### src/rtl/range_sched.sv
// Round-robin scheduler sharing one range-finder core between NUM_REQ sample streams.
// Optional stall timeout with post-timeout drain is enabled by defining RSCHED_TIMEOUT_EN.
module range_sched #(
    parameter int unsigned WIDTH   = 8,
    parameter int unsigned NUM_REQ = 4,
    parameter int unsigned TIMEOUT = 15
) (
    input  logic                       clock,
    input  logic                       reset,
    input  logic [NUM_REQ-1:0]         req_valid,
    input  logic [NUM_REQ*WIDTH-1:0]   req_data,
    input  logic [NUM_REQ-1:0]         req_last,
    output logic [NUM_REQ-1:0]         req_ready,
    output logic [WIDTH-1:0]           rf_data,
    output logic                       rf_go,
    output logic                       rf_finish,
    input  logic [WIDTH-1:0]           rf_range,
    input  logic                       rf_error,
    output logic                       res_valid,
    input  logic                       res_ready,
    output logic [$clog2(NUM_REQ)-1:0] res_id,
    output logic [WIDTH-1:0]           res_range,
    output logic                       res_err,
    output logic                       busy
);
    localparam int unsigned IDW = $clog2(NUM_REQ);

    if (NUM_REQ < 2 || NUM_REQ > 8 || TIMEOUT == 0) begin : g_bad_cfg
        $error("range_sched: unsupported NUM_REQ or TIMEOUT");
    end

    typedef enum logic [2:0] {
        S_IDLE,
        S_FIRST,
        S_STREAM,
        S_FLUSH,
        S_WAIT,
        S_HOLD
`ifdef RSCHED_TIMEOUT_EN
        , S_DRAIN
`endif
    } state_t;

    state_t           r_state;
    logic [IDW-1:0]   r_ptr;
    logic [IDW-1:0]   r_gnt;
    logic [WIDTH-1:0] r_anchor;
    logic             r_err_acc;
    logic             r_res_valid;
    logic [IDW-1:0]   r_res_id;
    logic [WIDTH-1:0] r_res_range;
    logic             r_res_err;
    logic             r_busy;

    logic             w_found;
    logic [IDW-1:0]   w_pick;
    logic [IDW-1:0]   w_gnt_inc;
    logic             w_sel_valid;
    logic             w_sel_last;
    logic [WIDTH-1:0] w_sel_data;
    logic             w_open;

`ifdef RSCHED_TIMEOUT_EN
    localparam int unsigned STALL_W = (TIMEOUT > 1) ? $clog2(TIMEOUT) : 1;
    logic [STALL_W-1:0] r_stall;
    logic               r_drain;
    logic               w_timeout;

    // Fires on the TIMEOUT-th consecutive empty cycle of FIRST or STREAM.
    assign w_timeout = (r_state == S_FIRST || r_state == S_STREAM) && !w_sel_valid &&
                       (r_stall == STALL_W'(TIMEOUT - 1));
    assign w_open    = (r_state == S_FIRST) || (r_state == S_STREAM) || (r_state == S_DRAIN);
`else
    assign w_open    = (r_state == S_FIRST) || (r_state == S_STREAM);
`endif

    assign res_valid = r_res_valid;
    assign res_id    = r_res_id;
    assign res_range = r_res_range;
    assign res_err   = r_res_err;
    assign busy      = r_busy;
    assign w_gnt_inc = (r_gnt == IDW'(NUM_REQ - 1)) ? '0 : r_gnt + 1'b1;

    // First valid requester at or after the round-robin pointer.
    always_comb begin : rr_pick
        int unsigned k;
        k       = 0;
        w_found = 1'b0;
        w_pick  = '0;
        for (int i = 0; i < int'(NUM_REQ); i++) begin
            k = 32'(r_ptr) + unsigned'(i);
            if (k >= NUM_REQ) k = k - NUM_REQ;
            if (!w_found && req_valid[IDW'(k)]) begin
                w_found = 1'b1;
                w_pick  = IDW'(k);
            end
        end
    end

    always_comb begin : sel_mux
        w_sel_valid = 1'b0;
        w_sel_last  = 1'b0;
        w_sel_data  = '0;
        req_ready   = '0;
        for (int i = 0; i < int'(NUM_REQ); i++) begin
            if (r_gnt == IDW'(i)) begin
                w_sel_valid  = req_valid[i];
                w_sel_last   = req_last[i];
                w_sel_data   = req_data[i*WIDTH +: WIDTH];
                req_ready[i] = w_open;
            end
        end
    end

    // Core drive: the beat passes straight through; stalls and flush replay the anchor.
    always_comb begin : core_drive
        rf_go     = 1'b0;
        rf_finish = 1'b0;
        rf_data   = '0;
        case (r_state)
            S_FIRST: begin
                if (w_sel_valid) begin
                    rf_go   = 1'b1;
                    rf_data = w_sel_data;
                end
            end
            S_STREAM: begin
                if (w_sel_valid) begin
                    rf_data   = w_sel_data;
                    rf_finish = w_sel_last;
                end else begin
                    rf_data   = r_anchor;
`ifdef RSCHED_TIMEOUT_EN
                    rf_finish = w_timeout;
`endif
                end
            end
            S_FLUSH: begin
                rf_data   = r_anchor;
                rf_finish = 1'b1;
            end
            default: ;
        endcase
    end

    always_ff @(posedge clock) begin
        if (reset) begin
            r_state     <= S_IDLE;
            r_ptr       <= '0;
            r_gnt       <= '0;
            r_anchor    <= '0;
            r_err_acc   <= 1'b0;
            r_res_valid <= 1'b0;
            r_res_id    <= '0;
            r_res_range <= '0;
            r_res_err   <= 1'b0;
            r_busy      <= 1'b0;
`ifdef RSCHED_TIMEOUT_EN
            r_stall     <= '0;
            r_drain     <= 1'b0;
`endif
        end else begin
            case (r_state)
                S_IDLE: begin
                    if (w_found) begin
                        r_gnt     <= w_pick;
                        r_err_acc <= 1'b0;
                        r_busy    <= 1'b1;
                        r_state   <= S_FIRST;
`ifdef RSCHED_TIMEOUT_EN
                        r_stall   <= '0;
`endif
                    end
                end
                S_FIRST: begin
                    if (w_sel_valid) begin
                        r_anchor  <= w_sel_data;
                        r_err_acc <= rf_error;
                        r_state   <= w_sel_last ? S_FLUSH : S_STREAM;
`ifdef RSCHED_TIMEOUT_EN
                        r_stall   <= '0;
`endif
                    end else begin
                        r_err_acc <= r_err_acc | rf_error;
`ifdef RSCHED_TIMEOUT_EN
                        if (w_timeout) begin
                            r_ptr   <= w_gnt_inc;
                            r_busy  <= 1'b0;
                            r_state <= S_IDLE;
                        end else begin
                            r_stall <= r_stall + 1'b1;
                        end
`endif
                    end
                end
                S_STREAM: begin
                    r_err_acc <= r_err_acc | rf_error;
                    if (w_sel_valid) begin
`ifdef RSCHED_TIMEOUT_EN
                        r_stall <= '0;
`endif
                        if (w_sel_last) r_state <= S_WAIT;
                    end
`ifdef RSCHED_TIMEOUT_EN
                    else if (w_timeout) begin
                        r_err_acc <= 1'b1;
                        r_drain   <= 1'b1;
                        r_state   <= S_WAIT;
                    end else begin
                        r_stall <= r_stall + 1'b1;
                    end
`endif
                end
                S_FLUSH: begin
                    r_err_acc <= r_err_acc | rf_error;
                    r_state   <= S_WAIT;
                end
                S_WAIT: begin
                    r_res_range <= rf_range;
                    r_res_id    <= r_gnt;
                    r_res_err   <= r_err_acc | rf_error;
                    r_res_valid <= 1'b1;
                    r_state     <= S_HOLD;
                end
                S_HOLD: begin
                    if (res_ready) begin
                        r_res_valid <= 1'b0;
                        r_ptr       <= w_gnt_inc;
`ifdef RSCHED_TIMEOUT_EN
                        if (r_drain) begin
                            r_drain <= 1'b0;
                            r_state <= S_DRAIN;
                        end else begin
                            r_busy  <= 1'b0;
                            r_state <= S_IDLE;
                        end
`else
                        r_busy  <= 1'b0;
                        r_state <= S_IDLE;
`endif
                    end
                end
`ifdef RSCHED_TIMEOUT_EN
                S_DRAIN: begin
                    if (w_sel_valid && w_sel_last) begin
                        r_busy  <= 1'b0;
                        r_state <= S_IDLE;
                    end
                end
`endif
                default: begin
                    r_busy  <= 1'b0;
                    r_state <= S_IDLE;
                end
            endcase
        end
    end

endmodule

### config.mk
export PLATFORM = sky130hd
export DESIGN_NAME = range_sched
export DESIGN_NICKNAME = d
export VERILOG_FILES = /design/src/rtl/range_sched.sv
export SDC_FILE = /design/constraint.sdc
export NUM_CORES = 1
export LEC_CHECK = 0
export CAP_MARGIN = 20
export CORE_ASPECT_RATIO = 1.25
export CORE_UTILIZATION = 38
export DETAILED_ROUTE_END_ITERATION = 8
export PLACE_DENSITY = 0.78
export REMOVE_ABC_BUFFERS = 1
export SETUP_SLACK_MARGIN = 0.05
export SYNTH_ARGS = -nofsm -noshare
export SYNTH_HDL_FRONTEND = slang
export SYNTH_SLANG_ARGS = --single-unit
### constraint.sdc
create_clock -name clock -period 5.95 [get_ports clock]
set_input_delay 1.785 -clock clock [delete_from_list [all_inputs] [get_ports clock]]
set_output_delay 1.785 -clock clock [all_outputs]
set_load 0.02 [all_outputs]
==> results of run 1 <==
[registers in the layout, summed over array words and instances, names as in the netlist]
| register | count |
|---|---|
| r_gnt | 2 |
| res_range | 8 |
| res_id | 2 |
| r_err_acc | 1 |
| res_valid | 1 |
| r_anchor | 8 |
| r_state | 3 |
| busy | 1 |
| res_err | 1 |
| r_ptr | 2 |
[synthesized netlist by cell type (2+ instances only)]
cell type                  count  area (µm²)
sky130_fd_sc_hd__clkbuf_1     14        52.6
sky130_fd_sc_hd__nor2b_1       7        43.8
sky130_fd_sc_hd__a21oi_1      30         150
sky130_fd_sc_hd__a22oi_1       5        37.5
sky130_fd_sc_hd__inv_1         8        30.0
sky130_fd_sc_hd__a221oi_1      4        35.0
sky130_fd_sc_hd__nand2_1      31         116
sky130_fd_sc_hd__nor3_1        7        35.0
sky130_fd_sc_hd__nor2_1       30         113
sky130_fd_sc_hd__a32oi_1       8        70.1
sky130_fd_sc_hd__nor4_1        2        12.5
sky130_fd_sc_hd__mux2i_1      10         100
sky130_fd_sc_hd__dfxtp_1      29         581
sky130_fd_sc_hd__nor3b_1       2        15.0
sky130_fd_sc_hd__nand3b_1      2        15.0
sky130_fd_sc_hd__ha_1          4        50.1
sky130_fd_sc_hd__a211o_1       2        17.5
sky130_fd_sc_hd__o31ai_1       3        22.5
sky130_fd_sc_hd__nand2b_1      7        43.8
sky130_fd_sc_hd__and2_1        3        18.8
sky130_fd_sc_hd__o22ai_1       8        50.1
sky130_fd_sc_hd__nand3_1       6        30.0
sky130_fd_sc_hd__buf_6         2        22.5
sky130_fd_sc_hd__or3_1         2        12.5
sky130_fd_sc_hd__o21ai_0       2        10.0
[repair_timing]
item / 4_1_cts / 5_1_grt
resized for setup: 0 / 14
endpoints found under the setup margin: 0 / 9
hold buffers: 0 / 0
[worst max-delay path: cells and delay by family]
kind | cells | cell delay (ns)
and+or+nand+nor | 2 | 0.46
buffers and inverters | 3 | 1.21
AOI/OAI and AO/OA | 1 | 0.45
[power by group through the flow]
stage,sequential [mW],combinational [mW],clock (mW)
after floorplan,0.258,0.231,0
after global placement,0.260,0.383,0
after detailed placement,0.261,0.387,0
after CTS,0.257,0.389,0.167
after global routing,0.264,0.430,0.175
final,0.258,0.392,0.162
[layout make-up]
class,instances,share of cell area
clock buffer,7,0.0321
sequential,29,0.216
tap,58,0.0270
inverter,8,0.0112
multi-input combinational,182,0.401
timing repair buffer,83,0.313
[worst paths after layout]
check,start,to,slack (ns),depth (start not counted)
setup / recovery,req_valid[2],rf_go,0.26,6
hold / removal,res_range[0],res_range[0],0.45,2
setup reg to reg,r_gnt[1],r_state[1],3.26,7
hold reg to reg,res_range[0],res_range[0],0.45,2
[kinds of logic (layout without fill, tap and decap cells)]
logic type,Yosys count,after routing,share of synthesized area
multiplexers,10,10,0.0571
adder cells (fa/ha/maj),4,4,0.0285
buffers and inverters,25,98,0.0621
AO/OA/AOI/OAI,67,67,0.253
AND/OR/NAND/NOR,100,100,0.263
flip-flops,29,29,0.331
XOR/XNOR,1,1,0.00499
[routing by layer]
layer / vias to the layer above / global-route usage / share of wire
met3: 6 / 0.0706 / 0.062
met1: 906 / 0.260 / 0.44
met4: 0 / 0.0628 / 0.0094
met5: - / 0 / 0
li1: 984 / - / -
met2: 60 / 0.368 / 0.49
==> summary.txt, run 1 <==
Final layout
  • Number of non-filler instances in the completed layout: 367
  • Fraction of final layout cells with drive strength greater than 1: 0.0550
  • Total inserted antenna cells: 0
  • Non-Filler Cell Area, Final: 2690 µm²
  • Commonest cells after routing, fill and taps aside: sky130_fd_sc_hd__clkdlybuf4s50_1 (69), sky130_fd_sc_hd__nand2_1 (31), sky130_fd_sc_hd__a21oi_1 (30), sky130_fd_sc_hd__dfxtp_1 (29), sky130_fd_sc_hd__nor2_1 (28)
  • Number of fill cells in the layout: 428
  • Layout-stage area growth over the synthesis result: 53.3%
  • Post-layout utilization of the core: 0.608
  • Combined flip-flop and latch cell area: between 500 and 600 µm²
  • Final nets: between 300 and 400
  • Most common cell after layout, fill and taps aside: sky130_fd_sc_hd__clkdlybuf4s50_1
  • Total area of multi-input combinational cells: 1080 µm²

Floorplanning
  • Initial Util: 0.396
  • Floorplan core area: roughly 4400 µm²
  • Die outline height: between 70 and 80 µm
  • DIE WIDTH: 62.8 µm
  • Io pins: just under 80
  • # rows: 27
  • Area of the die: 4890 µm²

Placement
  • Post-DP HPWL: ~3700 µm
  • Cell area after placement: about 2600 µm²
  • Post-placement cell count: 360
  • Number of buffers inserted by port buffering: 78
  • Pre-CTS WS: about 0.07 ns
  • Gpl congestion: about 0.81

Status
  • Run status: finished, final reports clean

Route
  • Routed length per placed instance: 14.0 µm
  • Number of search-and-repair iterations in the first detailed-routing pass: 4
  • Aggregate routed wire length: between 5000 and 6000 µm
  • Vias post-DR: 1,956
  • Final routed DRC violation total: 0
  • Vias per inst: ~5.3
  • Drt first-iter violations: 92
  • Antenna viol nets, final: 0

Critical path
  • Critical Path AT: 3.91 ns
  • Crit path capture type: primary output
  • Critical Setup Path Class: primary input to primary output
  • CP Data Required Time: roughly 4.2 ns
  • Highest cell delay on the worst timing path: approximately 0.61 ns
  • Worst Path Max Fanout: 7
  • Cell type with the highest occurrence count on the critical path: sky130_fd_sc_hd__clkdlybuf4s50_1
  • Slowest stage cell on the critical path: sky130_fd_sc_hd__clkdlybuf4s50_1
  • Cells traversed along the worst timing path: clkdlybuf4s50_1 > nor3b_1 > a311o_2 > or3_1 > inv_1 > clkdlybuf4s50_1
  • Nature of the critical path startpoint: primary input

Yosys
  • Sequential share of the synthesized area: 0.331
  • Ys Warns: 0
  • Mapped Avg Cell Area: between 7 and 8 µm²
  • Share of synthesized flip-flops with an asynchronous set or reset: 0
  • Syn Std Cell Area: 1750 µm²
  • Count of flip-flops with a built-in enable after synthesis: 0
  • Instance count of the mapped netlist: 236
  • Most instantiated flip-flop cell in the synthesis netlist: sky130_fd_sc_hd__dfxtp_1
  • Total of flip-flops plus latches after synthesis: 29
  • Count of different cell masters after synthesis: 33

Pwr
  • Internal cell power: 494 µW
  • Fraction of power spent switching nets: 0.392
  • LEAKAGE: 1.16 nW
  • Combinational share of power: 0.483
  • Pwr Total: between 800 and 900 µW
  • Reg power frac: 0.318
  • Power share of the clock group: 0.199
  • Reported net switching power: about 320 µW
  • Pwr/cell area: 302 nW/µm²
  • Worst voltage drop across the vdd grid: 0.193 mV

Global routing
  • Vias in the first global route: 1,865
  • GRT Util Overall: 0.218
  • Antenna violations before repair: 0
  • First-pass GRT wire length: roughly 8600 µm
  • Maximum number of pins on one net before global-route repair: 31
  • GRT Residual Overflow: 0

Timing
  • Final worst-path cycle share: 0.956
  • Hold Worst Slack: 0.453 ns
  • Number of max-slew violations in the final report: 0
  • Clock Skew: 0.00289 ns
  • Achievable Freq: 176 MHz
  • Post-layout worst setup margin: 0.259 ns
  • Worst rel slew slack: 0.228
  • Actual transition at the worst max-transition pin: 1.15 ns
  • RSZ-0062 raised after global routing: no
  • Number of endpoints failing setup at the final stage: 0
  • Clock period minus worst slack: 5.69 ns
  • Count of final hold-check violations: 0
  • Final setup TNS: 0 ns

Job
  • Max Cap Violations: 0

Clocking
  • CTS sink count: 29
  • Post-CTS Repair Setup Buffers: 0
  • Clock Root Buffer: sky130_fd_sc_hd__clkbuf_8
  • Source-to-sink clock delay at the later pin of the worst-skew pair: 0.28 ns
  • TritonCTS clock tree: done
  • CTS clk-pin slew, worst paths: 0.06 ns
  • Number of buffers created by CTS: 5
  • Clock H-tree levels: 2
  • Max Buffers Root-to-Sink: 2

Min path
  • Min-Delay Path Class: flip-flop to flip-flop
No activity file was read; power rests on OpenSTA's default activity.
==> inputs of run 2 (changes only) <==
--- a/config.mk
+++ b/config.mk
@@ -6,9 +6,9 @@
 export NUM_CORES = 1
 export LEC_CHECK = 0
 export CAP_MARGIN = 20
-export CORE_ASPECT_RATIO = 1.25
 export CORE_UTILIZATION = 38
 export DETAILED_ROUTE_END_ITERATION = 8
+export HOLD_SLACK_MARGIN = 0.15
 export PLACE_DENSITY = 0.78
 export REMOVE_ABC_BUFFERS = 1
 export SETUP_SLACK_MARGIN = 0.05
==> run 2 against run 1 <==
  * Utilization is 0.77 points higher
  * Routed wire length is 0.14% lower
  * Final area is 0.33% higher
  * First-iteration DRC count is 3.3% lower
  * Critical path type unchanged
  * Clock skew is 0.0016 ns lower
  * Final cell count is 1.4% lower
  * Register-to-register slack better by 0.13 ns
  * Maximum frequency is 2.3% lower
  * Setup slack worse by 0.14 ns
==> summary.txt, run 2 (synthesized netlist as in run 1, its figures left out) <==
Timing
  • Clock Skew: 0.00133 ns
  • Number of endpoints failing setup at the final stage: 0
  • Actual transition at the worst max-transition pin: 0.829 ns
  • Post-layout worst setup margin: 0.122 ns
  • Worst rel slew slack: 0.445
  • RSZ-0062 raised after global routing: yes
  • Count of final hold-check violations: 0
  • Final setup TNS: 0 ns
  • Final worst-path cycle share: 0.979
  • Achievable Freq: 172 MHz
  • Clock period minus worst slack: 5.83 ns
  • Number of max-slew violations in the final report: 0

Min path
  • Hold Crit Endpoint: res_range[0]
  • Worst hold path startpoint: res_range[0]
  • Min-Delay Path Class: flip-flop to flip-flop
  • Hold Path Cell Cnt: 2

Clocking
  • TritonCTS clock tree: done
  • Clock Root Buffer: sky130_fd_sc_hd__clkbuf_8
  • Max Buffers Root-to-Sink: 2
  • Number of buffers created by CTS: 5
  • Hold buffer count at cts: 0
  • CTS sink count: 29
  • Source-to-sink clock delay at the later pin of the worst-skew pair: 0.29 ns
  • CTS clk-pin slew, worst paths: 0.06 ns
  • Clock H-tree levels: 2

Floorplanning
  • Area of the die: just under 5000 µm²
  • Initial Util: 0.400
  • Die outline height: 69.9 µm
  • Io pins: 79
  • # rows: 24
  • Floorplan core area: 4380 µm²
  • DIE WIDTH: 69.9 µm

Global routing
  • GRT Residual Overflow: 0
  • First-pass GRT wire length: 8500 µm
  • Maximum number of pins on one net before global-route repair: 31
  • Antenna violations before repair: 0
  • GRT Util Overall: 0.214
  • Vias in the first global route: approximately 1,800

Critical path
  • Worst Path Max Fanout: 6
  • Highest cell delay on the worst timing path: about 0.62 ns
  • Cells traversed along the worst timing path: clkdlybuf4s50_1 > nor3b_1 > a311o_1 > o41a_1 > nor2_1 > clkdlybuf4s50_1
  • Crit path capture type: primary output
  • Critical Setup Path Class: primary input to primary output
  • Destination of the worst register-to-register timing path: r_anchor[2]
  • CP Data Required Time: between 4 and 5 ns
  • Cell type with the highest occurrence count on the critical path: sky130_fd_sc_hd__clkdlybuf4s50_1
  • Nature of the critical path startpoint: primary input
  • R2r worst-path depth: 7
  • Critical Path AT: approximately 4.0 ns
  • Register-to-register setup slack: 3.39 ns
  • Slowest stage cell on the critical path: sky130_fd_sc_hd__clkdlybuf4s50_1
  • Worst r2r src: r_gnt[0]

Final layout
  • Layout-stage area growth over the synthesis result: 53.8%
  • Post-layout utilization of the core: 0.615
  • Final nets: 365
  • Commonest cells after routing, fill and taps aside: sky130_fd_sc_hd__clkdlybuf4s50_1 (74), sky130_fd_sc_hd__nand2_1 (31), sky130_fd_sc_hd__a21oi_1 (30), sky130_fd_sc_hd__nor2_1 (29), sky130_fd_sc_hd__dfxtp_1 (29)
  • Total inserted antenna cells: 0
  • Fraction of final layout cells with drive strength greater than 1: 0.0516
  • Most common cell after layout, fill and taps aside: sky130_fd_sc_hd__clkdlybuf4s50_1
  • Number of fill cells in the layout: ~430

Route
  • Routed length per placed instance: between 10 and 15 µm
  • Final routed DRC violation total: 0
  • Number of search-and-repair iterations in the first detailed-routing pass: 5
  • Drt first-iter violations: 89
  • Vias post-DR: about 2,000
  • Antenna viol nets, final: 0
  • Vias per inst: about 5.4
  • Aggregate routed wire length: between 5000 and 6000 µm

Pwr
  • Pwr/cell area: 321 nW/µm²
  • LEAKAGE: 1.09 nW
  • Pwr Total: 865 µW
  • Worst voltage drop across the vdd grid: 0.157 mV

Placement
  • Pre-CTS WS: 0.106 ns
  • Gpl congestion: 0.750
  • Number of buffers inserted by port buffering: 78
  • Post-DP HPWL: 3610 µm

Job
  • Max Cap Violations: 0

Status
  • Run status: finished, final reports clean
## run 2: critical path: cells and delay by family
family | cells | cell delay (ns)
AO/OA/AOI/OAI | 2 | 0.92
buffers and inverters | 2 | 1.16
AND/OR/NAND/NOR | 2 | 0.18
## run 2: stage by stage
stage / instances / instance area (µm²) / hold WS (ns)
floorplan: 219 / 1680 / 0.464
global placement: 353 / 2550 / 0.441
detailed placement: 353 / 2550 / 0.449
CTS: 361 / 2670 / 0.458
global route: 362 / 2700 / 0.475
finish: 362 / 2700 / 0.456
## run 2: area by class of cell
cell class,count,area [µm²],area share
sequential,29,581,0.215
inverter,8,30.0,0.0111
clock inverter,1,30.0,0.0111
clock buffer,7,86.3,0.0320
timing repair buffer,83,836,0.310
multi-input combinational,182,1070,0.397
tap,52,65.1,0.0241
## run 2: power breakdown
part           switching, mW  internal, mW
clock                 0.0784         0.136
sequential            0.0394         0.219
combinational          0.207         0.185
total                  0.325         0.541
## run 2: worst max path at each step
stage	start	endpoint	slack [ns]	cells after the start
floorplan	req_valid[1]	rf_finish	1.15	4
global placement	req_valid[2]	rf_data[3]	0.13	7
detailed placement	req_valid[2]	rf_data[3]	0.11	7
CTS	req_valid[2]	rf_data[7]	0.09	7
global route	req_valid[0]	rf_data[7]	0.01	7
finish	req_valid[2]	rf_finish	0.12	6
## run 2: layer usage
metal,vias to the layer above,track usage,routed length (µm),share of wire
li1,982,-,-,-
met1,891,0.271,2390,0.47
met2,79,0.347,2260,0.44
met3,6,0.0750,425,0.083
met4,0,0.0533,46,0.0090
met5,-,0,0,0
## run 2: repair_timing
item | 4_1_cts | 5_1_grt
resized for setup | 0 | 6
endpoints found under the hold margin | 0 | 0
setup endpoints to repair | 0 | 8
buffers inserted | 0 | 0
==> inputs of run 3 (changes only) <==
--- a/config.mk
+++ b/config.mk
@@ -7,6 +7,7 @@
 export LEC_CHECK = 0
 export CAP_MARGIN = 20
 export CORE_UTILIZATION = 38
+export CTS_CLUSTER_DIAMETER = 80
 export DETAILED_ROUTE_END_ITERATION = 8
 export HOLD_SLACK_MARGIN = 0.15
 export PLACE_DENSITY = 0.78
==> results of run 3 <==
No change in the layout: final DEF, timing and power equal those of run 2.
